## src/rtl/pb_debounce.sv

```systemverilog
// Debounces one raw active-low push-button into a clean level plus pressed/released pulses.
// Optional long-press pulse is compiled in when PB_LONG_PRESS_EN is defined.
module pb_debounce #(
    parameter int DB_CYCLES   = 50_000,
    parameter int LONG_CYCLES = 50_000_000,
    parameter int CNT_W       = $clog2(LONG_CYCLES + 1)
) (
    input  logic       clk,
    input  logic       rst_n,
    input  logic       PB_n,
    output logic       pb_clean,
    output logic       pressed,
    output logic       released,
    output logic       long_press,
    output logic [1:0] o_dbg_state
);

    typedef enum logic [1:0] {
        REL    = 2'd0,
        WAIT_P = 2'd1,
        HELD   = 2'd2,
        WAIT_R = 2'd3
    } state_t;

    localparam logic [CNT_W-1:0] DB_LAST = CNT_W'(DB_CYCLES - 1);

    logic [1:0]       r_sync;
    state_t           r_state;
    state_t           w_state_nxt;
    logic [CNT_W-1:0] r_cnt;
    logic [CNT_W-1:0] w_cnt_nxt;
    logic             r_clean;
    logic             w_clean_nxt;
    logic             r_pressed;
    logic             w_pressed_nxt;
    logic             r_released;
    logic             w_released_nxt;
    logic             w_pb_s;

`ifdef PB_LONG_PRESS_EN
    localparam logic [CNT_W-1:0] LONG_LAST = CNT_W'(LONG_CYCLES - 1);
    localparam logic [CNT_W-1:0] LONG_SAT  = CNT_W'(LONG_CYCLES);

    logic r_long;
    logic w_long_nxt;
    logic r_long_done;
    logic w_long_done_nxt;
`endif

    // Flops hold raw PB_n samples; preset high so reset never looks like a press.
    always_ff @(posedge clk or negedge rst_n) begin
        if (!rst_n) begin
            r_sync <= 2'b11;
        end else begin
            r_sync <= {r_sync[0], PB_n};
        end
    end

    assign w_pb_s = ~r_sync[1];

    always_ff @(posedge clk or negedge rst_n) begin
        if (!rst_n) begin
            r_state    <= REL;
            r_cnt      <= '0;
            r_clean    <= 1'b0;
            r_pressed  <= 1'b0;
            r_released <= 1'b0;
`ifdef PB_LONG_PRESS_EN
            r_long      <= 1'b0;
            r_long_done <= 1'b0;
`endif
        end else begin
            r_state    <= w_state_nxt;
            r_cnt      <= w_cnt_nxt;
            r_clean    <= w_clean_nxt;
            r_pressed  <= w_pressed_nxt;
            r_released <= w_released_nxt;
`ifdef PB_LONG_PRESS_EN
            r_long      <= w_long_nxt;
            r_long_done <= w_long_done_nxt;
`endif
        end
    end

    always_comb begin
        w_state_nxt    = r_state;
        w_cnt_nxt      = r_cnt;
        w_clean_nxt    = r_clean;
        w_pressed_nxt  = 1'b0;
        w_released_nxt = 1'b0;
`ifdef PB_LONG_PRESS_EN
        w_long_nxt      = 1'b0;
        w_long_done_nxt = r_long_done;
`endif
        case (r_state)
            REL: begin
                if (w_pb_s) begin
                    w_state_nxt = WAIT_P;
                    w_cnt_nxt   = '0;
                end
            end
            WAIT_P: begin
                if (!w_pb_s) begin
                    w_state_nxt = REL;
                    w_cnt_nxt   = '0;
                end else if (r_cnt == DB_LAST) begin
                    w_state_nxt   = HELD;
                    w_clean_nxt   = 1'b1;
                    w_pressed_nxt = 1'b1;
                    w_cnt_nxt     = '0;
`ifdef PB_LONG_PRESS_EN
                    w_long_done_nxt = 1'b0;
`endif
                end else begin
                    w_cnt_nxt = r_cnt + 1'b1;
                end
            end
            HELD: begin
                if (!w_pb_s) begin
                    w_state_nxt = WAIT_R;
                    w_cnt_nxt   = '0;
                end
`ifdef PB_LONG_PRESS_EN
                // The done flag stops a bounce back into HELD from firing a second long press.
                else if (r_cnt == LONG_LAST) begin
                    w_long_nxt      = ~r_long_done;
                    w_long_done_nxt = 1'b1;
                    w_cnt_nxt       = LONG_SAT;
                end else if (r_cnt != LONG_SAT) begin
                    w_cnt_nxt = r_cnt + 1'b1;
                end
`endif
            end
            WAIT_R: begin
                if (w_pb_s) begin
                    w_state_nxt = HELD;
                    w_cnt_nxt   = '0;
                end else if (r_cnt == DB_LAST) begin
                    w_state_nxt    = REL;
                    w_clean_nxt    = 1'b0;
                    w_released_nxt = 1'b1;
                    w_cnt_nxt      = '0;
                end else begin
                    w_cnt_nxt = r_cnt + 1'b1;
                end
            end
            default: begin
                w_state_nxt = REL;
                w_cnt_nxt   = '0;
            end
        endcase
    end

    assign pb_clean    = r_clean;
    assign pressed     = r_pressed;
    assign released    = r_released;
    assign o_dbg_state = r_state;
`ifdef PB_LONG_PRESS_EN
    assign long_press  = r_long;
`else
    assign long_press  = 1'b0;
`endif

endmodule

```

## config.mk

```make
export PLATFORM = sky130hd
export DESIGN_NAME = pb_debounce
export DESIGN_NICKNAME = d
export VERILOG_FILES = /design/src/rtl/pb_debounce.sv
export SDC_FILE = /design/constraint.sdc
export NUM_CORES = 1
export LEC_CHECK = 0
export ABC_AREA = 1
export CAP_MARGIN = 10
export CORE_MARGIN = 3
export CORE_UTILIZATION = 35
export CTS_BUF_LIST = sky130_fd_sc_hd__clkbuf_8
export CTS_CLUSTER_SIZE = 20
export DETAILED_ROUTE_END_ITERATION = 10
export DONT_BUFFER_PORTS = 1
export GPL_ROUTABILITY_DRIVEN = 0
export PLACE_DENSITY = 0.51
export SYNTH_ARGS = -nofsm -noshare
export SYNTH_HDL_FRONTEND = slang
export SYNTH_SLANG_ARGS = --single-unit
```

## constraint.sdc

```tcl
create_clock -name clk -period 1.5 [get_ports clk]
set_input_delay 0.3 -clock clk [delete_from_list [all_inputs] [get_ports clk]]
set_output_delay 0.3 -clock clk [all_outputs]
set_load 0.05 [all_outputs]
```

## After elaboration in Yosys (flattened, before gate mapping)

Index checks and enable logic that the tools add are counted.

| storage, ports and cells | value |
|---|---|
| flip-flop bits (word level) | 33 |
| latch bits | 0 |
| memory bits (writable) | 0 |
| memory bits (read-only) | 0 |
| input port bits | 3 |
| output and inout bits | 6 |
| word-level logic and storage cells | 47 |
| memories kept | 0 |

| operators by class | value |
|---|---|
| add/sub/neg operators | 1 |
| multiply operators | 0 |
| divide/modulo/power cells | 0 |
| magnitude comparators | 0 |
| eq/ne operators | 12 |
| shifts and indexed selects | 0 |
| multiplexer cells | 23 |
| bitwise logic cells | 0 |
| reduce and logical (&&, ||, !) cells | 5 |

Operator list:

| kind | number |
|---|---|
| 26-bit two-way mux | 5 |
| 26-bit case mux with 4 select lines | 1 |
| 26-bit by 1-bit adder with 26-bit output (second input constant) | 1 |
| 26-bit by 16-bit equality test with 1-bit output (second input constant) | 1 |
| 2-bit two-way mux | 6 |
| 2-bit inequality test (second input constant) | 6 |
| 1-bit two-way mux | 9 |
| 2-bit case mux with 4 select lines | 1 |
| 3-bit inequality test (second input constant) | 2 |
| 5-bit AND reduction | 1 |
| 2-bit equality test (second input constant) | 2 |
| 4-bit AND reduction | 1 |
| 2-bit by 1-bit equality test with 1-bit output (second input constant) | 1 |
| 2-bit zero test | 1 |
| 1-bit case mux with 2 select lines | 1 |
| 2-bit AND reduction | 1 |
| 2-bit nonzero test | 1 |

## Logic depth before layout (Yosys ltp)

Gate-level depths: netlist of the first run.

| logic depth | value |
|---|---|
| depth after elaboration | 4 |
| depth in mapped cells | 10 |
| depth with buffers taken out | 10 |

## Least setup slack after synthesis of the first run

No wires, ideal clock.

| path | value |
|---|---|
| kind | register to register |
| start point | reg (tool-made name) |
| end point | reg r_cnt[19] |
| setup time | 65 ps |
| arrival | 1479 ps |
| required time | 1435 ps |
| slack | -44 ps |
| cell stages (with the launch flop) | 8 |
| path buffers | 1 |
| period minus slack after synthesis | 1544 ps |
| cell sequence | dfrtp_1 > nand3_1 > nand2_1 > inv_1 > nor2_2 > buf_6 > nand3_1 > nand2_1 |

RTL lines:

| element | RTL line | text |
|---|---|---|
| to (signal assigned) | 74 | `r_cnt <= w_cnt_nxt;` |
| to (decl) | 30 | `logic [CNT_W-1:0] r_cnt;` |

==> results.txt, run 1 <==
The post-route fraction of the period consumed by the critical path came out at 102%. The longest clock path from root to sink contains 2 buffers. Cells with a size suffix above 1 make up 28.5% of the layout. Summed over all nets, the half-perimeter wirelength after detailed placement is 4.29 mm. The tools report the type of element capturing the critical path as a flip-flop.

The flow ran to the end, but the final reports show violations. The tightest min-delay check is of the flip-flop to flip-flop type. After synthesis the netlist holds a flip-flop and latch count of 33. Clock tree synthesis selected as its root buffer the cell clkbuf_8.

The main flop type after synthesis was dfrtp_1. The floorplan step defined a die boundary enclosing 7160 um2. The initial core utilization came out at 37.6%. Of all nets on the critical path, the largest fanout is 8. Once detail routing completed, the nets flagged for antenna violations numbered 0.

The detailed router placed 2162 vias in this run. The static power due to leakage is 1.36 nW, and the average wire length per cell after detail routing is 13.0 um. The run gives 5.90 mm as the post-detailed-routing wire length. Synthesis instantiated 33 different standard cells from the library.

For this run, the total global-route usage over all layers was measured as 17.9%. Pin placement for this block handled 9 I/O pins. Sequential elements use 38.3% of the synthesized area. For this run, asynchronously set or reset flops after synthesis account for 100%. For the worst setup path, the data required time is 1680 ps.

The logs give 0 for the initial antenna violation count and 323 for the post-synthesis instance total. The overall power after layout is 0.00283 W, and the final number of max-transition violations is 0. When the netlist entered floorplanning its net count stood at 327. Static timing analysis puts the maximum clock frequency at 0.652 GHz. The area growth from synthesis to layout is 35.6%.

The top-area cell type share of the netlist area works out to 35.9%. In this run the number of H-tree levels came out at 2. Final hold analysis gives a worst-case slack of 358 ps. The latest clock arrival within the worst-skew pair was 280 ps; the maximum VDD drop was 683 uV. Type of the worst setup path: flip-flop to flip-flop. The first detailed-routing pass took 4 iterations. Buffers placed on the I/O ports in this run total 0. Counting flops with a built-in enable in the synthesized netlist gives 0. The worst-case setup margin in the final layout came out at -33.2 ps. The number of inserted filler cells in the final layout was 572; the post-detailed-route DRC marker count was 0. The y dimension of the die is 84.6 um. For the number of clock sinks, the log shows 33.

The checks that failed: setup timing. The core region is 5740 um2. The number of failing hold endpoints at the final stage was 0.

For the final database, setup skew stands at 5.73 ps. The final global-route overflow total came out at 0. The tool flagged a number of max-cap violations equal to 0. The iteration-0 DRC count of the detailed router was 115.

Setup repair after global routing could not meet its margin everywhere. In this run the mean area of a mapped cell was 6.69 um2. The worst setup path is launched from a flip-flop.

The tools report the wire length of the first global-routing pass as 10.2 mm. In this run the horizontal extent of the chip is 84.6 um. Number of vias per cell after detailed routing: 4.75.

The most frequently used cell type in the post-synthesis netlist was nand2_1. After floorplanning, the core was divided into 27 placement rows. Of all cell types, the one taking the most synthesized area is dfrtp_1. At the worst endpoint, the arrival time is 1710 ps. Ranked by total cell area, the synthesized netlist is headed by dfrtp_1, nand2_1, nor2_1, nand3_1, inv_1. Entering global routing, the biggest net connects 34 pins.

The worst path in the final design needs a cycle of 1530 ps, including I/O delays and setup. Dividing total power by cell area gives a power density of 964 nW/um2. The tools report the via count of the first global-routing pass as 2155. The number of antenna diodes in the final layout is 0. The net count of the finished layout is 386. By count the netlist is led by nand2_1, nor2_1, nand3_1.

The setup-violating endpoint count in the final report was 5; the clock-pin slew on the worst setup and hold paths was 70 ps. For this run, the number of Yosys warnings is 0. TritonCTS built the clock tree. The number of clock buffers added by TritonCTS is 5.

In this run the cell area of the synthesized design comes to 2160 um2.
[state kept, by name (all words and copies together) (netlist names), named ones only]
signal	count
released	1
r_sync	2
o_dbg_state	1
pressed	1
r_cnt	26
pb_clean	1
[layer usage]
layer / GRT usage (%) / vias to the layer above / wire [um]
li1: - / 1140 / -
met1: 24.9 / 992 / 2910
met2: 28.8 / 25 / 2770
met3: 3.24 / 5 / 168
met4: 4.32 / 0 / 57
met5: 0 / - / 0
[layout by cell type (no fill, tap or decap), types with 6 or more instances in the layout]
master	n
buf_4	56
nor2_1	39
dfrtp_1	29
nand2_1	104
inv_1	33
nand3_1	29
clkbuf_8	6
o21ai_0	6
nor2_2	8
nor2_4	9
nand2_2	7
[path summary, 6_finish.rpt]
check                           startpoint   endpoint  cells past startpoint  slack (ps)
worst min-delay path             r_sync[0]  r_sync[1]                      0         360
max in group asynchronous            rst_n  r_sync[1]                      2         760
min in group asynchronous            rst_n   r_cnt[3]                      2         510
worst min register to register   r_sync[0]  r_sync[1]                      0         360
worst max-delay path              r_cnt[1]  flip-flop                     11         -30
worst max register to register    r_cnt[1]  flip-flop                     11         -30
[where the power goes]
part	switching (W)	internal (W)
sequential	0.0000401	0.000952
clock	0.000339	0.000535
combinational	0.000619	0.000341
[layout make-up]
| class | count | area (um2) | share of cell area [%] |
|---|---|---|---|
| Sequential cell | 33 | 831 | 28.3 |
| Tap cell | 72 | 90.1 | 3.07 |
| Multi-Input combinational cell | 248 | 1280 | 43.6 |
| Clock inverter | 2 | 33.8 | 1.15 |
| Clock buffer | 6 | 82.6 | 2.82 |
| Inverter | 33 | 126 | 4.31 |
| Timing Repair Buffer | 61 | 492 | 16.8 |
[worst max-delay path, stage by stage, from the launching register on]
cell	delay [ps]
dfrtp_1	360
ha_2	190
nand2_2	80
nor2_4	110
buf_6	140
inv_4	40
nor2_4	90
nand3_4	140
nand2_8	140
nand2_2	50
nand2_1	60
nand2_1	40
[per-stage QoR]
| step | setup slack [ps] | instance area (um2) | instances | utilization (%) | TNS (ps) |
|---|---|---|---|---|---|
| floorplan | 74.1 | 2160 | 323 | - | 0 |
| global placement | -191 | 2560 | 436 | 44.6 | -2750 |
| detailed placement | -211 | 2560 | 436 | 44.6 | -3110 |
| CTS | -46.2 | 2770 | 448 | 48.2 | -142 |
| global route | -154 | 2930 | 455 | 51.1 | -2390 |
| finish | -33.2 | 2930 | 455 | 51.1 | -43.8 |
[kinds of logic (layout without fill, tap and decap cells)]
kind of cell    Yosys count  after routing  share of synthesized area (%)
buf+inv                  43            102                           9.37
compound gates           27             27                           7.52
simple gates            215            216                           42.8
flops                    33             33                           38.3
fa+ha+maj                 1              1                          0.579
other cells               1              1                          0.173
xor+xnor                  3              3                           1.22
[what timing repair did]
| action | in CTS | in global routing |
|---|---|---|
| gates resized for setup | 12 | 29 |
| pin swaps | 4 | 11 |
| hold endpoints to repair | 34 | 0 |
| setup buffers | 0 | 7 |
| hold buffers | 3 | 0 |
| endpoints found under the setup margin | 28 | 29 |
| gates cloned | 1 | 0 |
(Power assumes the default switching activity.)
==> inputs of run 2 (changes only) <==
--- a/config.mk
+++ b/config.mk
@@ -15,6 +15,7 @@
 export DONT_BUFFER_PORTS = 1
 export GPL_ROUTABILITY_DRIVEN = 0
 export PLACE_DENSITY = 0.51
+export RECOVER_POWER = 25
 export SYNTH_ARGS = -nofsm -noshare
 export SYNTH_HDL_FRONTEND = slang
 export SYNTH_SLANG_ARGS = --single-unit
==> run 2 against run 1 <==
The run still ends with setup timing left. Die area is the same. Non-clock buffer count unchanged. Setup slack barely moved. Register-to-register slack about the same. Via count up 0.42%. Core utilization is 0.26 points lower. Flip-flop and latch count did not move. Combinational power is essentially flat. Clock-buffer cell count did not move. Sequential power is essentially flat.
==> results.txt, run 2 (synthesized netlist as in run 1, its figures left out) <==
The number of optimization iterations in the first detailed-route pass is 4 (unchanged), and the latest clock arrival within the worst-skew pair is 280 ps (about the same). The clock-pin slew on the worst setup and hold paths was 70 ps (about the same). Setup repair after global routing could not meet its margin everywhere. Core area: 5740 um2 (unchanged).

The chip width was 84.6 um (unchanged); the row count was 27 (unchanged). The tools report the type of element capturing the critical path as a flip-flop (unchanged). The tools report the maximum achievable frequency as 0.652 GHz (about the same). The tools report the setup-violating endpoint count in the final report as 5 (unchanged). The total number of vias is 2171 (was 2162).

The tools report the type of origin of the critical path as a flip-flop (unchanged). The floorplan die area is 7160 um2 (unchanged). Worst-case setup margin in the final layout: -33.7 ps (was -33.2 ps). For the post-layout net count, the log shows 386 (unchanged).

The tools report the total CTS buffers as 5 (unchanged). The run gives 10.2 mm (unchanged) as the wire length of the first global-routing pass. The shortest clock period the worst path allows after layout was 1530 ps (about the same); the tightest slew margin relative to the limit was 42.5%. The worst-case setup slack after placement came out at -211 ps (unchanged). The share of layout cells above drive strength 1 came out at 28.5% (unchanged). The count of maximum capacitance violations was 0 (unchanged); the total negative slack was -47.0 ps (was -43.8 ps).

The number of antenna diodes was 0 (unchanged). The logs give 37.6% (unchanged) for the initial core utilization and 2 (unchanged) for the number of levels in the clock H-tree. The post-detailed-routing wire length was 5.92 mm (was 5.90 mm); the post-route fraction of the period consumed by the critical path was 102% (about the same). Count of input and output buffers: 0 (unchanged). At the pin with the least slew margin, the transition time is 863 ps.

The logs give 9 (unchanged) for the boundary pin count and 5.80 ps (was 5.73 ps) for the worst clock skew. Y dimension of the die: 84.6 um (unchanged). Highest net fanout along the worst path: 8 (unchanged). The class of the most critical hold timing path is flip-flop to flip-flop (unchanged). The pin count of the biggest net entering global routing was 34 (unchanged); the buffer depth of the longest clock path was 2 (unchanged).

Violated checks: setup timing (unchanged). The run gives 4.29 mm (unchanged) as the HPWL reported at the end of detailed placement. Registers with the most flip-flops: r_cnt x26, r_sync x2 (unchanged). The global-route total usage across every layer is 17.9% (unchanged), and the areal power density over the cells is 967 nW/um2 (was 964 nW/um2).

The average wire length per cell after detail routing was 13.0 um (about the same); the final number of max-transition violations was 0 (unchanged). The tools report the number of routed nets with antenna violations as 0 (unchanged). The layout overhead on the synthesized area came out at 35.0% (was 35.6%).

The tools report the post-detailed-route DRC marker count as 0 (unchanged). The type of the worst setup path is flip-flop to flip-flop (unchanged). The flow ran to the end, but the final reports show violations. The run gives 1.36 nW (about the same) as the static power due to leakage. The cell at the root of the clock tree was clkbuf_8 (unchanged).

The setup slack of the most critical reg-to-reg path came out at -30 ps (about the same). The number of failing hold endpoints at the final stage is 0 (unchanged). Commonest cells after routing, fill and taps aside: nand2_1, buf_4, nor2_1 (unchanged).

The tools report the iteration-0 DRC count of the detailed router as 123 (was 115). The tools report the initial antenna violation count as 0 (unchanged). The flip-flop count of the largest register, all copies and words added came out at 26 (unchanged). The via count of the first global-routing pass came out at 2155 (unchanged). TritonCTS built the clock tree. The number of vias per cell after detailed routing works out to 4.77 (was 4.75).

Most common cell after layout, fill and taps aside: nand2_1 (unchanged). Maximum VDD drop: 677 uV (was 683 uV). The register ranked first by flip-flop count was r_cnt (unchanged). The fraction of the core area covered by cells at the end of the flow was 50.8% (was 51.1%); the arrival time of the worst setup path was 1710 ps (about the same).

The run gives 0 (unchanged) as the final global-route overflow total. The number of clock sinks was 33 (unchanged); the required time of the critical path was 1680 ps (about the same).
-- run 2: cell count changes in the layout (fill, tap and decap cells not counted) --
| cell | before | now |
|---|---|---|
| buf_12 | 2 | 1 |
| clkbuf_2 | 0 | 1 |
-- run 2: final timing paths --
check                                from   endpoint  depth (start not counted)
worst max-delay path             r_cnt[1]  flip-flop                         11
worst min-delay path            r_sync[0]  r_sync[1]                          0
worst max register to register   r_cnt[1]  flip-flop                         11
worst min register to register  r_sync[0]  r_sync[1]                          0
max in group asynchronous           rst_n  async pin                          2
min in group asynchronous           rst_n   r_cnt[3]                          2
-- run 2: repair_timing --
| action | CTS | global route |
|---|---|---|
| pin swaps | 4 | 11 |
| setup endpoints to repair | 28 | 29 |
| hold buffers | 3 | 0 |
| buffers inserted | 0 | 7 |
| cloned | 1 | 0 |
| gates resized for setup | 12 | 29 |
| hold endpoints to repair | 34 | 0 |
-- run 2: area by class of cell --
cell class / instances / area, um2
timing repair buffer: 61 / 477
multi-input combinational: 248 / 1280
inverter: 33 / 126
tap: 72 / 90.1
fill: 574 / 2830
clock buffer: 6 / 82.6
clock inverter: 2 / 33.8
sequential: 33 / 831
-- run 2: through the flow --
| step | hold WS, ps | power [W] | instances | cell area, um2 |
|---|---|---|---|---|
| global route | 366 | 0.00300 | 455 | 2920 |
| finish | 358 | 0.00282 | 455 | 2920 |
| floorplan | 4.41 | 0.00158 | 323 | 2160 |
| global placement | 5.20 | 0.00184 | 436 | 2560 |
| CTS | 358 | 0.00281 | 448 | 2770 |
| detailed placement | 5.18 | 0.00184 | 436 | 2560 |
-- run 2: report_power, final --
part	switching (W)	internal, W	total [W]
clock	0.000336	0.000535	0.000871
sequential	0.0000401	0.000952	0.000992
combinational	0.000622	0.000336	0.000958
total	0.000998	0.00182	0.00282
-- run 2: per-layer routing --
| metal | up-vias | GRT usage (%) | share of wire [%] | routed length (um) |
|---|---|---|---|---|
| li1 | 1139 | - | - | - |
| met1 | 998 | 24.9 | 50 | 2940 |
| met2 | 29 | 28.8 | 47 | 2770 |
| met3 | 5 | 3.24 | 2.7 | 157 |
| met4 | 0 | 4.32 | 0.96 | 57 |
| met5 | - | 0 | 0 | 0 |
-- run 2: worst max-delay path, stage by stage, from the launching register on --
cell	delay (ps)
dfrtp_1	360
ha_2	190
nand2_2	80
nor2_4	110
buf_6	140
inv_4	40
nor2_4	90
nand3_4	140
nand2_8	140
nand2_2	50
nand2_1	60
nand2_1	40
